### src/rtl/rom_tone_player.sv
// rom_tone_player: steps through the tone ROM one address at a time and
// plays each fetched word as a fixed-length square-wave note on beep.
//
// Ports:
//   sclk  - system clock, all logic on the rising edge
//   rst   - synchronous reset, active-high
//   start - one-cycle request to play from address 0 (honoured in IDLE only)
//   stop  - abort playback (FETCH/PLAY), highest priority after rst
//   loop  - sampled at the end of the last note: 1 restarts at address 0
//   addr  - registered ROM address, never exceeds DEPTH-1
//   data  - ROM word: tone half-period code, 0 = rest
//   beep  - registered square-wave tone output
//   busy  - high while in FETCH or PLAY
//   done  - one-cycle pulse when a non-looped melody completes
module rom_tone_player #(
   parameter int unsigned DEPTH       = 700,
   parameter int unsigned ROM_LAT     = 1,
   parameter int unsigned NOTE_CYCLES = 12500000,
   parameter int unsigned HALF_SCALE  = 50
) (
   input  logic        sclk,
   input  logic        rst,
   input  logic        start,
   input  logic        stop,
   input  logic        loop,
   output logic [15:0] addr,
   input  logic [10:0] data,
   output logic        beep,
   output logic        busy,
   output logic        done
);

   localparam int unsigned AW    = (DEPTH > 1) ? $clog2(DEPTH) : 1;
   localparam int unsigned FW    = $clog2(ROM_LAT + 2);
   localparam int unsigned DW    = $clog2(NOTE_CYCLES + 1);
   // Full-width half-period product: 11 data bits plus the scale width.
   localparam int unsigned HW    = 11 + $clog2(HALF_SCALE + 1);

   localparam logic [AW-1:0] LAST_IDX = AW'(DEPTH - 1);
   localparam logic [FW-1:0] FETCH_END = FW'(ROM_LAT);
   localparam logic [DW-1:0] NOTE_END = DW'(NOTE_CYCLES - 1);
   localparam logic [HW-1:0] HS = HW'(HALF_SCALE);

   typedef enum logic [1:0] {
      IDLE,
      FETCH,
      PLAY
   } state_t;

   state_t        state, state_n;
   logic [AW-1:0] idx, idx_n;
   logic [FW-1:0] fcnt, fcnt_n;
   logic [DW-1:0] dcnt, dcnt_n;
   logic [HW-1:0] tcnt, tcnt_n;
   logic [10:0]   note, note_n;
   logic          beep_n;
   logic          done_n;
   logic [HW-1:0] half;

   assign half = HW'(note) * HS;

   always_ff @(posedge sclk) begin
      if (rst) begin
         state <= IDLE;
         idx   <= '0;
         fcnt  <= '0;
         dcnt  <= '0;
         tcnt  <= '0;
         note  <= '0;
         beep  <= 1'b0;
         done  <= 1'b0;
      end else begin
         state <= state_n;
         idx   <= idx_n;
         fcnt  <= fcnt_n;
         dcnt  <= dcnt_n;
         tcnt  <= tcnt_n;
         note  <= note_n;
         beep  <= beep_n;
         done  <= done_n;
      end
   end

   always_comb begin
      state_n = state;
      idx_n   = idx;
      fcnt_n  = fcnt;
      dcnt_n  = dcnt;
      tcnt_n  = tcnt;
      note_n  = note;
      beep_n  = beep;
      done_n  = 1'b0;

      case (state)
         IDLE: begin
            idx_n  = '0;
            beep_n = 1'b0;
            if (start && !stop) begin
               state_n = FETCH;
               fcnt_n  = '0;
            end
         end

         FETCH: begin
            beep_n = 1'b0;
            if (stop) begin
               state_n = IDLE;
               idx_n   = '0;
            end else if (fcnt == FETCH_END) begin
               // ROM output is valid for the held address by now.
               note_n  = data;
               state_n = PLAY;
               dcnt_n  = '0;
               tcnt_n  = '0;
            end else begin
               fcnt_n = fcnt + 1'b1;
            end
         end

         PLAY: begin
            if (stop) begin
               state_n = IDLE;
               idx_n   = '0;
               beep_n  = 1'b0;
            end else if (dcnt == NOTE_END) begin
               beep_n = 1'b0;
               fcnt_n = '0;
               if (idx != LAST_IDX) begin
                  idx_n   = idx + 1'b1;
                  state_n = FETCH;
               end else if (loop) begin
                  idx_n   = '0;
                  state_n = FETCH;
               end else begin
                  idx_n   = '0;
                  state_n = IDLE;
                  done_n  = 1'b1;
               end
            end else begin
               dcnt_n = dcnt + 1'b1;
               if (note != '0) begin
                  if (tcnt == half - HW'(1)) begin
                     tcnt_n = '0;
                     beep_n = ~beep;
                  end else begin
                     tcnt_n = tcnt + 1'b1;
                  end
               end
            end
         end

         default: begin
            state_n = IDLE;
            idx_n   = '0;
            beep_n  = 1'b0;
         end
      endcase
   end

   assign addr = 16'(idx);
   assign busy = (state != IDLE);

endmodule

### config.mk
export PLATFORM = sky130hd
export DESIGN_NAME = rom_tone_player
export DESIGN_NICKNAME = d
export VERILOG_FILES = /design/src/rtl/rom_tone_player.sv
export SDC_FILE = /design/constraint.sdc
export NUM_CORES = 1
export LEC_CHECK = 0
export ABC_AREA = 1
export CORE_ASPECT_RATIO = 0.5
export CORE_MARGIN = 2
export CORE_UTILIZATION = 61
export CTS_BUF_LIST = sky130_fd_sc_hd__clkbuf_16
export DETAILED_ROUTE_END_ITERATION = 10
export PLACE_DENSITY_LB_ADDON = 0.2
export SYNTH_ARGS = -nofsm -noshare
export SYNTH_HDL_FRONTEND = slang
export SYNTH_SLANG_ARGS = --single-unit
### constraint.sdc
create_clock -name sclk -period 3.9 [get_ports sclk]
set_clock_uncertainty 0.1 [all_clocks]
set_input_delay 0.39 -clock sclk [delete_from_list [all_inputs] [get_ports sclk]]
set_output_delay 0.39 -clock sclk [all_outputs]
set_load 0.03 [all_outputs]
# Word-level counts from Yosys, hierarchy flattened
# Index checks and enable logic that the tools add are counted.
# W data, S select, Z words.
# totals
reg_bits,68
in_bits,16
output_inout_bits,19
elab_cells,83
# op_classes
addsub,5
multipliers,1
n_eq_ne,17
n_mux,32
bitwise,4
reduce_logical,16
# ops
op,count
$mux W17,6
$mux W24,4
$pmux W24 S2,1
$mux W10,4
$pmux W17 S2,1
$add A24 B1 Y24 const B,1
$eq A24 B24 Y1 const B,1
$mux W2,10
$pmux W10 S2,1
$ne A2 B2 Y1 const B,9
$add A17 B1 Y17 const B,1
$eq A17 B17 Y1,1
$sub A17 B1 Y17 const B,1
$mul A11 B5 Y16 const B,1
$pmux W2 S3,2
$reduce_and A6 Y1,2
$reduce_bool A11 Y1,1
$add A10 B1 Y10 const B,1
$ne A10 B10 Y1 const B,1
$ne A3 B3 Y1 const B,2
$reduce_and A3 Y1,2
$reduce_and A5 Y1,1
$reduce_or A5 Y1,1
$eq A2 B1 Y1 const B,2
other kinds (11),18

# Depth between registers and ports, before layout
# depth
ltp_word,8
depth_mapped,24
ltp_nobuf,24

# Worst setup path before layout
# OpenSTA, ideal clock, no wires.
# synth_path
path_type,register to register
from,reg note[6]
to,reg tcnt[10]
setup_ps,132
arrival_ps,3343
required_time_ps,3668
slack_ps,325
stages_incl_launch_ff,21
path_buffers,1
period_less_slack_ps,3575
cell_sequence,dfxtp_1 > inv_1 > ha_1 > ha_1 > fa_1 > ha_1 > nand2_1 > inv_1 > a21oi_1 > nand3_1 > nand2_2 > nand2_2 > nor2_4 > nand2_1 > nand3_1 > nand3_2 > nor2_4 > nand2_4 > buf_6 > nand3_1 > a21oi_1
# synth_via
elab_chain_cells,8
elab_cells_between_ends,11
cone_classes,add/sub: 1; mul: 1; eq/ne: 2; mux: 5; reduce/logical: 2
# synth_rtl
element,line_no,rtl
start: declaration,55,"logic [10:0] note, note_n;"
start signal: assignment,78,note <= note_n;
$mul A11 B5 Y16,60,assign half = HW'(note) * HS;
$sub A17 B1 Y17,142,if (tcnt == half - HW'(1)) begin
$eq A17 B17 Y1,142,
$mux W17,142,
$mux W17,141,if (note != '0) begin
$mux W17,125,end else if (dcnt == NOTE_END) begin
$mux W17,121,if (stop) begin
$pmux W17 S2,94,case (state)
end signal: assignment,77,tcnt <= tcnt_n;
end: declaration,54,"logic [HW-1:0] tcnt, tcnt_n;"
# Parallel ways exist; a longest one is shown, timed or not. The select of a mux whose other input is x is not followed.
# A chain may end at the register's enable or synchronous reset.

# Worst setup path after layout
# layout_path
from,reg note[3]
to,reg tcnt[11]
# The elaborated chain is that of the path after synthesis.

==> results.md <==
- Outcome: complete, but fails checks
- Failing checks: negative setup slack
- Final net count: 955
- Clk slew on worst S/H paths: 60 ps
- DR pass1 iterations: 6
- Sw Ratio: 31.42%
- Chip width: 138.5 µm
- Core Footprint: 0.008738 mm²
- Worst-path cell chain: ha_1 -> ha_1 -> fa_1 -> ha_4 -> nand2_1 -> nand2_1 -> inv_1 -> nand3_1 -> nand2_2 -> buf_12 -> nand3_1 -> nand3_1 -> nand2_1 -> nor2_1 -> nand2_1 -> nor2_1 -> nand2_1 -> nor2_4 -> nand2_4 -> nand3_2 -> a21oi_1
- Critical path buffers and inverters: 2
- Share of layout cells above drive strength 1: 15.06%
- Largest net degree at the start of global routing: 23
- Critical path arrival: 4120 ps
- Final setup violation count: 17
- Fmax: 0.2476 GHz
- 1st-iter DRT viols: 646
- Peak supply drop: 0.0003088 V
- Startpoint Class: flip-flop
- ANT cells: 0
- Leakage: 0.002970 µW
- Clk_lat worst skew: 330 ps
- Sequential area share after synthesis: 24.66%
- Final period utilization: 103.5%
- Clock share of power: 39.5%
- DP HPWL: 10080 µm
- Via/cell ratio: 6.001
- CTS Root Cell: clkbuf_16
- Primary FF master, synth: dfxtp_1
- Wire length of the first global-routing pass: 22620 µm
- Combinational Power Share: 24.7%
- Crit path max fanout: 8
- Final WS setup: -138.4 ps
- Initial antenna violation count: 0
- Syn Std Cell Area: 0.005520 mm²
- Detail Route Antenna Nets: 0
- Final worst path period need: 4038 ps
- CTS Sinks: 68
- Pwr per Cell Area: 296.1 mW/mm²
- Net switching power: 625.6 µW
- Worst path slowest cell: fa_1
- Total power: 1991 µW
- Most used cell, CP: nand2_1
- Async SR Flop Fraction: 0%
- CTS tree: built
- Vias in the first global route: 5084
- Mapped Avg Cell Area: 6.502 µm²
- Die area: 0.009873 mm²
- Crit-path max cell delay: 550 ps
- Vias post-DR: 6043
- Cell Count, Final, Fillers Out: 1007
- Final hold vios: 0
- Post-Route WL: 16060 µm
- Internal power: 1366 µW
- Total GRT Usage: 27.31%
- Clock Path Buffers: 2
- Setup Total Neg Slack: -991.7 ps
- Worst-margin pin slew: 886.1 ps
- Routed len/inst: 15.95 µm
- # placed instances: 981
- CP Capture Type: flip-flop
- Top delay family on crit path: simple AND/OR/NAND/NOR gates
- CP Class: reg -> reg
- Share of the core filled with cells: 76.96%
- P&R area growth vs syn: 21.83%
- Relative slew slack: 40.86%
- Number of synthesized flops with an enable pin: 0
- CTS Buf Count: 9
- Sequential power share: 35.8%
- Synth unique cells: 42
- Total congestion overflow: 0
- DR DRC count: 0
- Final slew viol count: 0
- Final GP Congestion: 0.8987
- Port buffer count: 28
- IO Pins: 35
- Starting Density: 63.17%
- MaxCap Viol Count: 0
- # rows: 24
- Yosys reg bits: 68
- H-tree levels: 3
- YS warnings: 0
- Worst min path class: reg -> reg
- Die height: 71.27 µm
- Synth Instances: 849
- Crit path required time: 3980 ps
-- sequential cells by signal (all words and copies together) (netlist names) --
| signal | count |
|---|---|
| fcnt | 2 |
| note | 11 |
| state | 2 |
| tcnt | 17 |
| idx | 10 |
| dcnt | 24 |
| done | 1 |
| beep | 1 |
-- what timing repair did --
| item | 4_1_cts | 5_1_grt |
|---|---|---|
| pin swaps | 0 | 38 |
| resized for setup | 7 | 90 |
| hold buffers | 0 | 0 |
| cloned | 0 | 1 |
| setup endpoints to repair | 16 | 17 |
| setup buffers | 0 | 9 |
-- through the flow --
step | hold WS (ps) | setup WS, ps | area [µm²]
2_1_floorplan | 333.1 | 324.6 | 5539
3_3_place_gp | 351.5 | 52.14 | 5874
3_5_place_dp | 353.6 | -118.9 | 5874
4_1_cts | 363.7 | 0.3246 | 6178
5_1_grt | 389.7 | -318.9 | 6725
6_report | 363.0 | -138.4 | 6725
-- Yosys cell counts (2+ instances only) --
| master | instances | area (µm²) |
|---|---|---|
| nor2_2 | 6 | 37.54 |
| buf_2 | 4 | 20.02 |
| nor2_1 | 68 | 255.2 |
| nor2_4 | 3 | 33.78 |
| fa_1 | 6 | 120.1 |
| xor2_1 | 23 | 201.4 |
| inv_1 | 120 | 450.4 |
| nand4_1 | 24 | 150.1 |
| buf_4 | 6 | 45.04 |
| a21oi_1 | 61 | 305.3 |
| clkinv_1 | 2 | 7.510 |
| a31oi_1 | 2 | 12.51 |
| ha_1 | 48 | 600.6 |
| and3_1 | 2 | 12.51 |
| o21ai_0 | 34 | 170.2 |
| clkbuf_1 | 9 | 33.78 |
| nand2_1 | 191 | 716.9 |
| nand3_1 | 87 | 435.4 |
| a211oi_1 | 3 | 22.52 |
| o21a_1 | 3 | 22.52 |
| nor4_1 | 8 | 50.05 |
| inv_2 | 4 | 15.01 |
| nand3_2 | 8 | 80.08 |
| o21ai_1 | 2 | 10.01 |
| xnor2_1 | 2 | 17.52 |
| nand2_2 | 16 | 100.1 |
| dfxtp_1 | 68 | 1361 |
| nor3_1 | 25 | 125.1 |
-- power groups by stage --
stage / Clock, µW / Combinational (µW) / Sequential (µW)
CTS: 793 / 383 / 713
finish: 788 / 491 / 712
global route: 823 / 533 / 714
global placement: 0 / 368 / 728
floorplan: 0 / 297 / 728
detailed placement: 0 / 377 / 728
-- layer usage --
| metal | share of wire, % | GRT usage, % |
|---|---|---|
| met5 | 0 | 0 |
| met4 | 5.3 | 7.483 |
| met3 | 7.9 | 3.743 |
| met2 | 47 | 48.02 |
| met1 | 40 | 36.03 |
-- cells in the final DEF, fill, tap and decap left out, types with 7 or more instances in the layout --
cell             instances
ha_4                    18
nand2_4                  9
clkbuf_16                9
inv_2                    9
nand2_2                 21
ha_1                    29
dfxtp_1                 58
nor2_4                   7
nor2_1                  62
nor3_1                  25
nor4_1                   8
o21ai_0                 34
nand4_1                 24
xor2_1                  23
nand3_2                 16
nor2_2                   8
inv_1                  117
nand3_1                 75
nand2_1                178
clkdlybuf4s50_1         28
buf_4                   11
a21oi_1                 59
-- path summary, 6_finish.rpt --
path	startpoint	endpoint	slack, ps	cells after the start
max reg2reg	note[3]$_SDFFE_PP0P_	tcnt[11]$_SDFFE_PP0P_	-140	21
max	note[3]$_SDFFE_PP0P_	tcnt[11]$_SDFFE_PP0P_	-140	21
min reg2reg	fcnt[1]$_SDFFE_PP0P_	fcnt[1]$_SDFFE_PP0P_	360	2
min	fcnt[1]$_SDFFE_PP0P_	fcnt[1]$_SDFFE_PP0P_	360	2
-- cell type report --
type | instances | area (µm²)
fill | 587 | 2013
clock buffer | 9 | 225.2
inverter | 126 | 473.0
tap | 117 | 146.4
sequential | 68 | 1384
multi-input combinational | 640 | 4054
timing repair buffer | 40 | 382.9
clock inverter | 7 | 60.06
-- worst reg2reg max path, stage by stage (launching register included) --
cell and delay (ps):
dfxtp_2 340, ha_1 300, ha_1 310, fa_1 550
ha_4 260, nand2_1 120, nand2_1 80, inv_1 80
nand3_1 120, nand2_2 130, buf_12 110, nand3_1 120
nand3_1 150, nand2_1 80, nor2_1 150, nand2_1 70
nor2_1 100, nand2_1 90, nor2_4 220, nand2_4 190
nand3_2 120, a21oi_1 80
-- cell families after synthesis --
| kind of cell | count (synthesis) | share of synthesized area, % |
|---|---|---|
| AOI/OAI and AO/OA | 106 | 9.995 |
| and+or+nand+nor | 448 | 37.63 |
| adders and majority gates | 54 | 13.06 |
| buffers and inverters | 147 | 10.63 |
| DFF | 68 | 24.66 |
| other | 1 | 0.06793 |
| xor gates and xnor gates | 25 | 3.966 |
No activity file was read; power rests on OpenSTA's default activity.
